[src/rtl/pipe_pkg.sv]
// ============================================================================
// pipe_pkg : shared encodings and RUN-cycle priority logic for pipeline_ctrl
// Rev 1.0
// ============================================================================
`default_nettype none

package pipe_pkg;

   localparam int PIPE_REG_AW      = 5;
   localparam int NUM_FLUSH_STAGES = 3;

   typedef enum logic [1:0] {
      ST_INIT  = 2'd0,
      ST_RUN   = 2'd1,
      ST_DWAIT = 2'd2,
      ST_HALT  = 2'd3
   } state_e;

   typedef struct packed {
      logic pc;
      logic fd;
      logic de;
      logic em;
      logic mw;
   } wren_t;

   // Bit order is {fd, de, em}: youngest stage in the MSB.
   typedef logic [NUM_FLUSH_STAGES-1:0] flush_t;

   typedef struct packed {
      wren_t  wren;
      flush_t flush;
   } ctrl_t;

   typedef struct packed {
      ctrl_t ctrl;
      logic  go_dwait;
      logic  redirect;
   } run_res_t;

   function automatic run_res_t run_cycle(
      input logic redirect,
      input logic dmem_wait,
      input logic load_use,
      input logic imem_ready
   );
      run_res_t r;
      r.ctrl.wren  = 5'b11111;
      r.ctrl.flush = '0;
      r.go_dwait   = 1'b0;
      r.redirect   = 1'b0;
      if (redirect) begin
         r.ctrl.flush = '1;
         r.redirect   = 1'b1;
      end else if (dmem_wait) begin
         r.ctrl.wren = '0;
         r.go_dwait  = 1'b1;
      end else if (load_use) begin
         r.ctrl.wren.pc = 1'b0;
         r.ctrl.wren.fd = 1'b0;
         r.ctrl.flush   = 3'b010;
      end else if (!imem_ready) begin
         r.ctrl.wren.pc = 1'b0;
         r.ctrl.flush   = 3'b100;
      end
      return r;
   endfunction

endpackage

`default_nettype wire

[src/rtl/pipeline_ctrl_hazard_detect.sv]
// ============================================================================
// hazard_detect : combinational load-use compare between EX load and ID reads
// Rev 1.0
// ============================================================================
`default_nettype none

module hazard_detect
   import pipe_pkg::*;
#(
   parameter int REG_AW = PIPE_REG_AW
) (
   input  logic [REG_AW-1:0] id_rs,
   input  logic [REG_AW-1:0] id_rt,
   input  logic              id_uses_rt,
   input  logic [REG_AW-1:0] ex_rd,
   input  logic              ex_mem_read,
   output logic              load_use
);

   logic rs_match;
   logic rt_match;

   always_comb begin
      rs_match = (ex_rd == id_rs);
      rt_match = id_uses_rt && (ex_rd == id_rt);
      // Register 0 is hard-wired, so a load into it never blocks a reader.
      load_use = ex_mem_read && (ex_rd != '0) && (rs_match || rt_match);
   end

endmodule

`default_nettype wire

[src/rtl/pipeline_ctrl.sv]
// ============================================================================
// pipeline_ctrl : stall/flush sequencing for the 5-stage pipeline with perf counters
// Rev 1.0
// ============================================================================
`default_nettype none

module pipeline_ctrl
   import pipe_pkg::*;
#(
   parameter int REG_AW = PIPE_REG_AW,
   parameter int CNT_W  = 16
) (
   input  logic              clk,
   input  logic              reset_n,
   input  logic [REG_AW-1:0] id_rs,
   input  logic [REG_AW-1:0] id_rt,
   input  logic              id_uses_rt,
   input  logic [REG_AW-1:0] ex_rd,
   input  logic              ex_mem_read,
   input  logic              mem_redirect,
   input  logic              imem_ready,
   input  logic              dmem_req,
   input  logic              dmem_ack,
   input  logic              halt_req,
   input  logic              step,
   output logic              pc_wren,
   output logic              fd_wren,
   output logic              de_wren,
   output logic              em_wren,
   output logic              mw_wren,
   output logic              fd_flush,
   output logic              de_flush,
   output logic              em_flush,
   output logic              halted,
   output logic [CNT_W-1:0]  stall_cnt,
   output logic [CNT_W-1:0]  flush_cnt
);

   state_e           state_q, state_d;
   logic             step_dwait_q, step_dwait_d;
   logic [CNT_W-1:0] stall_cnt_q, stall_cnt_d;
   logic [CNT_W-1:0] flush_cnt_q, flush_cnt_d;

   logic     load_use;
   run_res_t run_res;
   run_res_t ack_res;
   ctrl_t    ctrl;
   logic     halted_c;
   logic     count_en;
   logic     redirect_evt;

   hazard_detect #(
      .REG_AW (REG_AW)
   ) u_hazard_detect (
      .id_rs       (id_rs),
      .id_rt       (id_rt),
      .id_uses_rt  (id_uses_rt),
      .ex_rd       (ex_rd),
      .ex_mem_read (ex_mem_read),
      .load_use    (load_use)
   );

   always_ff @(posedge clk or negedge reset_n) begin
      if (!reset_n) begin
         state_q      <= ST_INIT;
         step_dwait_q <= 1'b0;
         stall_cnt_q  <= '0;
         flush_cnt_q  <= '0;
      end else begin
         state_q      <= state_d;
         step_dwait_q <= step_dwait_d;
         stall_cnt_q  <= stall_cnt_d;
         flush_cnt_q  <= flush_cnt_d;
      end
   end

   always_comb begin
      run_res      = run_cycle(mem_redirect, dmem_req && !dmem_ack, load_use, imem_ready);
      // On the ack cycle the memory condition is already satisfied.
      ack_res      = run_cycle(mem_redirect, 1'b0, load_use, imem_ready);
      state_d      = state_q;
      step_dwait_d = step_dwait_q;
      ctrl.wren    = '0;
      ctrl.flush   = '0;
      halted_c     = 1'b0;
      count_en     = 1'b0;
      redirect_evt = 1'b0;

      case (state_q)
         ST_INIT: begin
            ctrl.wren    = 5'b01111;
            ctrl.flush   = '1;
            state_d      = ST_RUN;
         end
         ST_RUN: begin
            ctrl         = run_res.ctrl;
            count_en     = 1'b1;
            redirect_evt = run_res.redirect;
            if (run_res.go_dwait) begin
               state_d      = ST_DWAIT;
               step_dwait_d = 1'b0;
            end else if (halt_req && !mem_redirect) begin
               state_d = ST_HALT;
            end
         end
         ST_DWAIT: begin
            count_en = 1'b1;
            if (dmem_ack) begin
               ctrl         = ack_res.ctrl;
               redirect_evt = ack_res.redirect;
               step_dwait_d = 1'b0;
               state_d      = (step_dwait_q && halt_req) ? ST_HALT : ST_RUN;
            end
         end
         ST_HALT: begin
            halted_c = 1'b1;
            if (step) begin
               ctrl = run_res.ctrl;
               if (run_res.go_dwait) begin
                  state_d      = ST_DWAIT;
                  step_dwait_d = 1'b1;
               end else if (!halt_req) begin
                  state_d = ST_RUN;
               end
            end else if (!halt_req) begin
               state_d = ST_RUN;
            end
         end
         default: begin
            state_d = ST_INIT;
         end
      endcase

      stall_cnt_d = stall_cnt_q;
      flush_cnt_d = flush_cnt_q;
      if (count_en && !ctrl.wren.pc && (stall_cnt_q != '1)) begin
         stall_cnt_d = stall_cnt_q + CNT_W'(1);
      end
      if (redirect_evt && (flush_cnt_q != '1)) begin
         flush_cnt_d = flush_cnt_q + CNT_W'(1);
      end
   end

   // Outputs are forced quiet for the whole time reset is held, independent of the clock.
   always_comb begin
      pc_wren  = reset_n && ctrl.wren.pc;
      fd_wren  = reset_n && ctrl.wren.fd;
      de_wren  = reset_n && ctrl.wren.de;
      em_wren  = reset_n && ctrl.wren.em;
      mw_wren  = reset_n && ctrl.wren.mw;
      fd_flush = reset_n && ctrl.flush[2];
      de_flush = reset_n && ctrl.flush[1];
      em_flush = reset_n && ctrl.flush[0];
      halted   = reset_n && halted_c;
   end

   assign stall_cnt = stall_cnt_q;
   assign flush_cnt = flush_cnt_q;

endmodule

`default_nettype wire

[config.mk]
export PLATFORM = sky130hd
export DESIGN_NAME = pipeline_ctrl
export DESIGN_NICKNAME = d
export VERILOG_FILES = /design/src/rtl/pipe_pkg.sv /design/src/rtl/pipeline_ctrl_hazard_detect.sv /design/src/rtl/pipeline_ctrl.sv
export SDC_FILE = /design/constraint.sdc
export NUM_CORES = 1
export LEC_CHECK = 0
export CAP_MARGIN = 20
export CORE_MARGIN = 2
export CORE_UTILIZATION = 45
export CTS_BUF_LIST = sky130_fd_sc_hd__clkbuf_4 sky130_fd_sc_hd__clkbuf_8
export DETAILED_ROUTE_END_ITERATION = 6
export PLACE_DENSITY = 0.89
export RECOVER_POWER = 25
export SETUP_SLACK_MARGIN = 0.4
export SLEW_MARGIN = 10
export SYNTH_ARGS = -nofsm -noshare
export SYNTH_HDL_FRONTEND = slang
export SYNTH_HIERARCHICAL = 1
export SYNTH_SLANG_ARGS = --single-unit
[constraint.sdc]
create_clock -name clk -period 3.5 [get_ports clk]
set_clock_uncertainty 0.1 [all_clocks]
set_input_delay 0.525 -clock clk [delete_from_list [all_inputs] [get_ports clk]]
set_output_delay 0.525 -clock clk [all_outputs]
set_load 0.01 [all_outputs]
==> After elaboration in Yosys (flattened, before gate mapping) <==
Cells that the tools add are included.
{ "classes": {"add_sub_neg": 2, "eq_ne": 12, "n_mux": 35, "n_reduce_logical": 28} }
{ "op_table": {"columns": ["operator", "count"], "rows": [
  ["$add A16 B1 Y16 const B", 2],
  ["$ne A16 B16 Y1 const B", 2],
  ["$pmux W8 S4", 1],
  ["$logic_and A1 B1 Y1", 18],
  ["$mux W2", 9],
  ["$mux W3", 6],
  ["$mux W8", 2],
  ["$mux W1", 13],
  ["$eq A5 B5 Y1", 2],
  ["$ne A2 B2 Y1 const B", 4],
  ["$pmux W2 S4", 1],
  ["$mux W5", 1],
  ["$reduce_and A5 Y1", 1],
  ["$reduce_bool A5 Y1", 1],
  ["$eq A2 B2 Y1 const B", 2],
  ["$logic_not A1 Y1", 3],
  ["$ne A3 B3 Y1 const B", 1],
  ["$pmux W1 S3", 1],
  ["$reduce_bool A3 Y1", 1],
  ["$eq A2 B1 Y1 const B", 1],
  ["$logic_not A2 Y1", 1],
  ["$pmux W1 S2", 1],
  ["$reduce_and A2 Y1", 1],
  ["$reduce_or A2 Y1", 1],
  ["$logic_or A1 B1 Y1", 1]
]} }
{ "totals": {"reg_bits": 35, "out_inout_bits": 41, "word_cells": 81} }

==> Depth between registers and ports, before layout <==
Gate-level depths: netlist (run 1).
{ "depth": {"depth_word": 12, "mapped_depth": 9} }

==> Modules after synthesis <==
The synthesis (run 1) kept the hierarchy.
{ "modules_own_cells": {"columns": ["module", "n_inst", "cells_per_inst", "area_per_inst_um2", "seq_area_each_um2"], "rows": [
  ["pipeline_ctrl", 1, 193, 1933.1, 875.8],
  ["hazard_detect", 1, 17, 132.6, 0.0]
]} }

==> Least setup slack after synthesis (run 1) <==
Ideal clock, no wire load.
{ "synth_timing": {"path_kind": "input to output", "from": "input port ex_rd[1]", "to": "output port pc_wren", "arrival_time_ps": 1976, "required_ps": 2875, "slack_ps": 899, "cell_stages": 6, "path_buffers": 0, "path_cell_list": "or4_1 > o21ai_1 > a21oi_1 > or2b_2 > a21oi_2 > and3_1"} }
{ "synth_via": {"elab_chain_cells": 10} }
{ "synth_lines": {"columns": ["element", "line_no", "source"], "rows": [
  ["from (decl)", "pipeline_ctrl.sv:18", "input logic [REG_AW-1:0] ex_rd,"],
  ["$eq A5 B5 Y1", "pipeline_ctrl_hazard_detect.sv:25", "rt_match = id_uses_rt && (ex_rd == id_rt);"],
  ["$logic_and A1 B1 Y1", "pipeline_ctrl_hazard_detect.sv:25", null],
  ["$logic_or A1 B1 Y1", "pipeline_ctrl_hazard_detect.sv:27", "load_use = ex_mem_read && (ex_rd != '0) && (rs_match || rt_match);"],
  ["$logic_and A1 B1 Y1 *", "pipeline_ctrl_hazard_detect.sv:27", null],
  ["named net load_use", "pipeline_ctrl.sv:44", "logic load_use;"],
  ["$mux W1 *", "pipe_pkg.sv:58", "end else if (load_use) begin"],
  ["$mux W2", "pipe_pkg.sv:55", "end else if (dmem_wait) begin"],
  ["$mux W5", "pipe_pkg.sv:52", "if (redirect) begin"],
  ["$mux W8", "pipeline_ctrl.sv:117", "if (step) begin"],
  ["$pmux W8 S4 *", "pipeline_ctrl.sv:89", "case (state_q)"],
  ["$logic_and A1 B1 Y1 *", "pipeline_ctrl.sv:146", "pc_wren = reset_n && ctrl.wren.pc;"],
  ["to (decl)", "pipeline_ctrl.sv:26", "output logic pc_wren,"]
]} }
The timed path passes the listed nets; every way through them passes the cells marked *.

==> Worst setup path after layout (run 1) <==
{ "layout_timing": {"from": "input port ex_rd[4]", "to": "output port pc_wren"} }
Same word-level chain as after synthesis.

==> run summary, run 1 <==
Req. time, crit path = 2870 ps
Max incr delay on CP = 540 ps
Worst Setup End Kind = output port
Fin area = 2890 sq um
Filler Cells Inserted = 350
Ports = 66
Clk slew on worst S/H paths = 60 ps
Initial antenna violation count = 0
Num CTS Buffers = 5
Hold_ws = 212 ps
Minimum clock period = 3080 ps
TritonCTS clock tree = yes
Status = finished, final reports clean
Reg2reg end = stall_cnt[15]
Mapped Cells = 210
Unique masters post-synth = 41
Slowest cell on crit path = or4_1
Reg2Reg Depth = 8
Final hold vios = 0
DR vias/cell = 5.32
Cts hold-fix bufs = 0
Die ar. = 5150 sq um
Final nets = 316
Ys Warns = 6
Detailed-route via count = 1786
Ranking of synthesized cells by area = dfrtp_1, xnor2_1, nand3_1
Bufs and invs on worst path = 2
Placed inst area = 2790 sq um
Max Buffers Root-to-Sink = 2
Min-Delay Path Class = in -> async
PwrDens = 571 nW/um^2
Grt total ovfl = 0
Max Freq = 324 MHz
Crit path top cell by count = a21oi_2
Finished Core Util = 65.8%
Final RePlAce weighted congestion = 0.857
Final setup violation count = 0
Critical path peak fanout = 2
Yosys top cell area share = 42.4%
First-pass GRT wire length = 8240 um
Post-synth top area cell = dfrtp_1
CTS Sinks = 35
Layout cells sized above 1 = 9.51%
Syn Std Cell Area = 2070 sq um
DRC = 0
Slew Viols, Final = 0
Max_cap viols = 0
Total GRT Usage = 20.1%
Post-DP HPWL = 3630 um
Storage cell area = 876 sq um
Multi-input logic area = 1140 sq um
Slew @ Worst Pin = 1260 ps
Slew Limit Headroom = 15.9%
Final worst slack = 418 ps
Pin count of the biggest net entering global routing = 25
Cells along the critical path = clkdlybuf4s50_1, or4_1, o21ai_2, a21oi_2, or2b_2, a21oi_2, and3_1, buf_6
Slack of the worst reg-to-reg path = 1330 ps
Initial DRC Count = 68
Max H-tree Level = 2
Vert. Die Dim = 71.8 um
Worst Path Class, Setup = in -> out
Peak VDD IR = 373 uV
Unrepaired setup endpoints after global routing = true
Root Driver = clkbuf_8
FF-to-FF Start = state_q[0]
Skew-Pair Late Insertion Delay = 280 ps
Starting Density = 47.1%
P&R area growth vs syn = 39.7%
Synthesized area per cell = 9.84 sq um
Core Area = 4380 sq um
Per-cell routed wire length = 13.8 um
Ant diodes = 0
Drt first pass iters = 4
Row cnt = 24
Final period util = 88.1%
Leakage = 1.23 nW
Synth Register Bits = 35
Syn Nets = 241
Dpl cells = 329
ANT nets after route = 0
Vias in the first global route = 1813
Design Power = 1.65 mW
Drt total wl = 4640 um
Crit path DAT = 2460 ps
Sequential area share after synthesis = 42.4%
Fin cells = 336
Place WS = 38.9 ps
Family with the most delay on the worst path = simple AND/OR/NAND/NOR gates
Startpoint Class = input port
Setup TNS = 0 ps
Die width = 71.8 um
Input/output buffers = 65
cells by family after synthesis:
kind of cell / count (synthesis) / synth area share (%)
buffers and inverters: 14 / 3.33
AOI/OAI and AO/OA: 27 / 8.96
DFF: 35 / 42.4
adders and majority gates: 6 / 3.63
xor gates and xnor gates: 38 / 16.1
and+or+nand+nor: 87 / 24.0
muxes: 3 / 1.57
state kept, by name, summed over array words and instances (netlist names):
register	count
flush_cnt	16
stall_cnt	16
state_q	2
step_dwait_q	1
metal layers:
layer	global-route usage [%]	routed length [um]
met3	4.36	222
met5	0	0
met4	6.92	72
met2	33.0	2270
met1	26.3	2070
area by class of cell:
class                   count  area share [%]
multi-input cells         161            39.4
inverters                  10            1.30
clock buffers               6            2.64
flip-flops and latches     35            30.3
well taps                  52            2.25
repair buffers             72            24.1
cells in the mapped netlist:
cell type	instances
a311oi_4	1
and2b_2	1
ha_1	6
nand2b_1	1
nand3_1	18
o31a_1	1
nor2_1	9
o21ai_1	1
dfrtp_1	35
and2_1	3
mux2_1	1
a31oi_2	1
nor2b_1	2
and3_1	11
o21a_1	1
buf_6	1
a41oi_1	1
and4_1	7
nand4_1	10
a21oi_1	11
mux2i_1	1
inv_2	1
mux2_2	1
nor3b_1	1
and2_2	1
nor3_1	4
o21ai_0	6
a21oi_2	1
a31oi_1	1
nand2_1	15
inv_1	9
buf_2	1
or4_1	1
xor2_1	8
xnor2_1	30
nor4_2	1
or2b_2	1
a22o_1	1
a21boi_0	1
buf_4	2
nor3b_2	1
what timing repair did:
| action | 4_1_cts | 5_1_grt |
|---|---|---|
| resized for setup | 6 | 9 |
| endpoints found under the setup margin | 7 | 5 |
| buffers inserted | 0 | 1 |
| endpoints found under the hold margin | 0 | 0 |
| pin swaps | 0 | 4 |
where the power goes:
| group | total, mW | internal (mW) | switching (mW) |
|---|---|---|---|
| clock network | 0.272 | 0.140 | 0.132 |
| registers | 0.585 | 0.482 | 0.103 |
| logic | 0.792 | 0.401 | 0.391 |
| total | 1.65 | 1.02 | 0.626 |
cell usage in the layout (no fill, tap or decap), types with 9 or more instances in the layout:
master | synthesis | layout
clkdlybuf4s50_1 | 0 | 58
dfrtp_1 | 35 | 35
xnor2_1 | 30 | 30
nand3_1 | 18 | 18
nand2_1 | 15 | 15
and3_1 | 11 | 11
nand4_1 | 10 | 10
inv_1 | 9 | 9
nor2_1 | 9 | 9
a21oi_1 | 11 | 9
worst max path at each step:
stage	endpoint	depth (start not counted)	from	slack (ps)
floorplan	pc_wren	6	ex_rd[1]	900
global placement	pc_wren	8	ex_rd[1]	90
detailed placement	pc_wren	8	ex_rd[1]	40
CTS	pc_wren	8	ex_rd[1]	310
global route	fd_flush	10	ex_rd[4]	370
finish	pc_wren	8	ex_rd[4]	420
Power figures use the tool's default switching activity.
==> run 2, diff against run 1 <==
--- a/config.mk
+++ b/config.mk
@@ -7,10 +7,10 @@
 export LEC_CHECK = 0
 export CAP_MARGIN = 20
 export CORE_MARGIN = 2
-export CORE_UTILIZATION = 45
+export CORE_UTILIZATION = 52
 export CTS_BUF_LIST = sky130_fd_sc_hd__clkbuf_4 sky130_fd_sc_hd__clkbuf_8
 export DETAILED_ROUTE_END_ITERATION = 6
-export PLACE_DENSITY = 0.89
+export PLACE_DENSITY = 0.95
 export RECOVER_POWER = 25
 export SETUP_SLACK_MARGIN = 0.4
 export SLEW_MARGIN = 10
==> run 2 against run 1 <==
Net effect: the run now ends with capacitance limit, slew limit left; count of clock-buffer cells in the layout stayed put; via count is 2.1% higher; utilization is 12 points higher; largest cell class unchanged; critical endpoint unchanged; highest routed layer unchanged; sequential share of layout area is 0.17 points lower.
==> run summary, run 2 (synthesized netlist as in run 1, its figures left out) <==
Status = finished with violations
Failing checks = capacitance limit, slew limit
Vert. Die Dim = 67.0 um (-6.6%)
Startpoint Class = input port
Crit path top cell by count = a21oi_2
Switch share = 39.0% (+1.0 points)
Finished Core Util = 77.6% (+12 points)
Met3 WL post-DR = 265 um (+19%)
Total GRT Usage = 24.7% (+4.6 points)
Final period util = 87.6% (-0.41 points)
Final RePlAce weighted congestion = 0.794 (-7.4%)
Input/output buffers = 65 (unchanged)
TritonCTS clock tree = yes
Top sig layer = met4
Bufs and invs on worst path = 2 (unchanged)
Cells along the critical path = clkdlybuf4s50_1, or4_4, o21ai_2, a21oi_2, or2b_2, a21oi_2, and3_1, clkbuf_2
Vias in the first global route = 1819 (+0.33%)
Final nets = 316 (unchanged)
DRC = 0 (unchanged)
Grt total ovfl = 0 (unchanged)
Filler Cells Inserted = 265 (-24%)
Core Area = 3740 sq um (-15%)
Max Buffers Root-to-Sink = 2 (unchanged)
Req. time, crit path = 2870 ps (about the same)
Slew Limit Headroom = -6.01% (-22 points)
Leakage = 1.24 nW (+0.88%)
Max_cap viols = 1 (+1)
Final hold vios = 0 (unchanged)
Drt first pass iters = 4 (unchanged)
Per-cell routed wire length = 14.9 um (+7.5%)
First-pass GRT wire length = 8400 um (+1.9%)
Die width = 67.0 um (-6.6%)
Detailed-route via count = 1823 (+2.1%)
Pin count of the biggest net entering global routing = 31 (+24%)
Worst Setup End Kind = output port
Skew-Pair Late Insertion Delay = 290 ps (about the same)
Routed wl met2 = 2530 um (+11%)
Max H-tree Level = 2 (unchanged)
Num CTS Buffers = 5 (unchanged)
Most common cell after layout, fill and taps aside = clkdlybuf4s50_1
Beginning of the critical path = ex_rd[4]
Hold Crit Start = stall_cnt[10]
Slew @ Worst Pin = 1590 ps (+329 ps)
Starting Density = 55.2% (+8.1 points)
Layout cells sized above 1 = 10.5% (+0.98 points)
Comb pwr share = 47.6% (-0.4 points)
Psw = 654 uW (+4.4%)
Root Driver = clkbuf_8
P_int = 1.02 mW (about the same)
FF-to-FF Start = state_q[0]
Setup TNS = 0 ps (unchanged)
Initial antenna violation count = 0 (unchanged)
WL met1 = 2100 um (+1.4%)
DR vias/cell = 5.46 (+2.7%)
Max Freq = 326 MHz (+0.47%)
Peak VDD IR = 420 uV (+13%)
Crit path DAT = 2440 ps (-20 ps)
Die ar. = 4490 sq um (-13%)
Ports = 66 (unchanged)
Initial DRC Count = 65 (-4.4%)
Drt total wl = 4960 um (+6.9%)
Commonest cells after routing, fill and taps aside = clkdlybuf4s50_1, dfrtp_1, xnor2_1, nand3_1, nand2_1
CTS Sinks = 35 (unchanged)
Clk pwr share = 17.5% (+1.0 points)
Unrepaired setup endpoints after global routing = true
Slowest cell on crit path = or4_4
Sequential share of power = 34.9% (-0.6 points)
Cts hold-fix bufs = 0 (unchanged)
Hold_ws = 392 ps (+180 ps)
Clk slew on worst S/H paths = 70 ps (about the same)
Min-Delay Path Class = reg -> reg
Max incr delay on CP = 520 ps (-20 ps)
ANT nets after route = 0 (unchanged)
Family with the most delay on the worst path = simple AND/OR/NAND/NOR gates
Post-DP HPWL = 3780 um (+4.3%)
Slew Viols, Final = 31 (+31)
Ant diodes = 0 (unchanged)
PwrDens = 577 nW/um^2 (+1.0%)
Worst Path Class, Setup = in -> out
Minimum clock period = 3070 ps (-14.5 ps)
Final setup violation count = 0 (unchanged)
Row cnt = 22 (-8.3%)
P&R area growth vs syn = 40.7%
Post-CTS Setup Bufs = 0 (unchanged)
Critical path peak fanout = 2 (unchanged)
run 2: changes by cell type in the layout (fill, tap and decap cells not counted), sizes merged:
| cell | change |
|---|---|
| clkbuf | +1 |
| clkdlybuf4s15 | +1 |
| clkinv | +1 |
| dlymetal6s2s | +1 |
| dlygate4sd3 | +1 |
| dlygate4sd2 | -1 |
| clkdlybuf4s50 | -1 |
| clkinvlp | +1 |
| buf | -2 |
run 2: cell type report:
type,count,area [sq um],share of cell area (%)
Sequential cell,35,877,30.2
Inverter,10,37.5,1.29
Tap cell,48,60.1,2.07
Timing Repair Buffer,72,696,23.9
Clock inverter,2,12.5,0.430
Multi-Input combinational cell,161,1150,39.5
Clock buffer,6,76.3,2.63
run 2: power groups by stage:
stage	Sequential, mW	Combinational, mW	Clock [mW]
CTS	0.583	0.792	0.302
finish	0.586	0.798	0.294
global placement	0.583	0.764	0
floorplan	0.596	0.447	0
global route	0.600	0.882	0.320
detailed placement	0.589	0.787	0
run 2: path summary, 6_finish.rpt:
| kind | end | slack (ps) | depth (start not counted) |
|---|---|---|---|
| setup / recovery | pc_wren | 430 | 8 |
| hold / removal | stall_cnt[10] | 390 | 1 |
| setup reg to reg | stall_cnt[15] | 1340 | 7 |
| hold reg to reg | stall_cnt[10] | 390 | 1 |
| max in group asynchronous | flush_cnt[14] | 820 | 3 |
| min in group asynchronous | flush_cnt[15] | 670 | 2 |
run 2: repair_timing:
| action | 4_1_cts | 5_1_grt |
|---|---|---|
| setup endpoints to repair | 7 | 14 |
| gates resized for setup | 6 | 12 |
| endpoints found under the hold margin | 0 | 0 |
| pin swaps | 0 | 3 |
run 2: per-layer routing:
metal	track usage [%]	up-vias
met4	6.38	0
li1	-	890
met5	0	-
met3	6.76	7
met1	30.2	868
met2	42.6	58
run 2: stage by stage:
step / std cells / instance area [sq um] / total power [mW] / setup WS (ps)
after floorplan: 210 / 2070 / 1.04 / 899
after CTS: 334 / 2890 / 1.68 / 314
after global placement: 326 / 2800 / 1.35 / 94.0
after detailed placement: 326 / 2800 / 1.38 / 45.6
after global routing: 334 / 2910 / 1.80 / 347
final: 334 / 2910 / 1.68 / 432
==> run 3, diff against run 2 <==
--- a/config.mk
+++ b/config.mk
@@ -13,6 +13,7 @@
 export PLACE_DENSITY = 0.95
 export RECOVER_POWER = 25
 export SETUP_SLACK_MARGIN = 0.4
+export SKIP_LAST_GASP = 1
 export SLEW_MARGIN = 10
 export SYNTH_ARGS = -nofsm -noshare
 export SYNTH_HDL_FRONTEND = slang
==> results of run 3 <==
Final layout, timing and power as in run 2 (identical DEF).
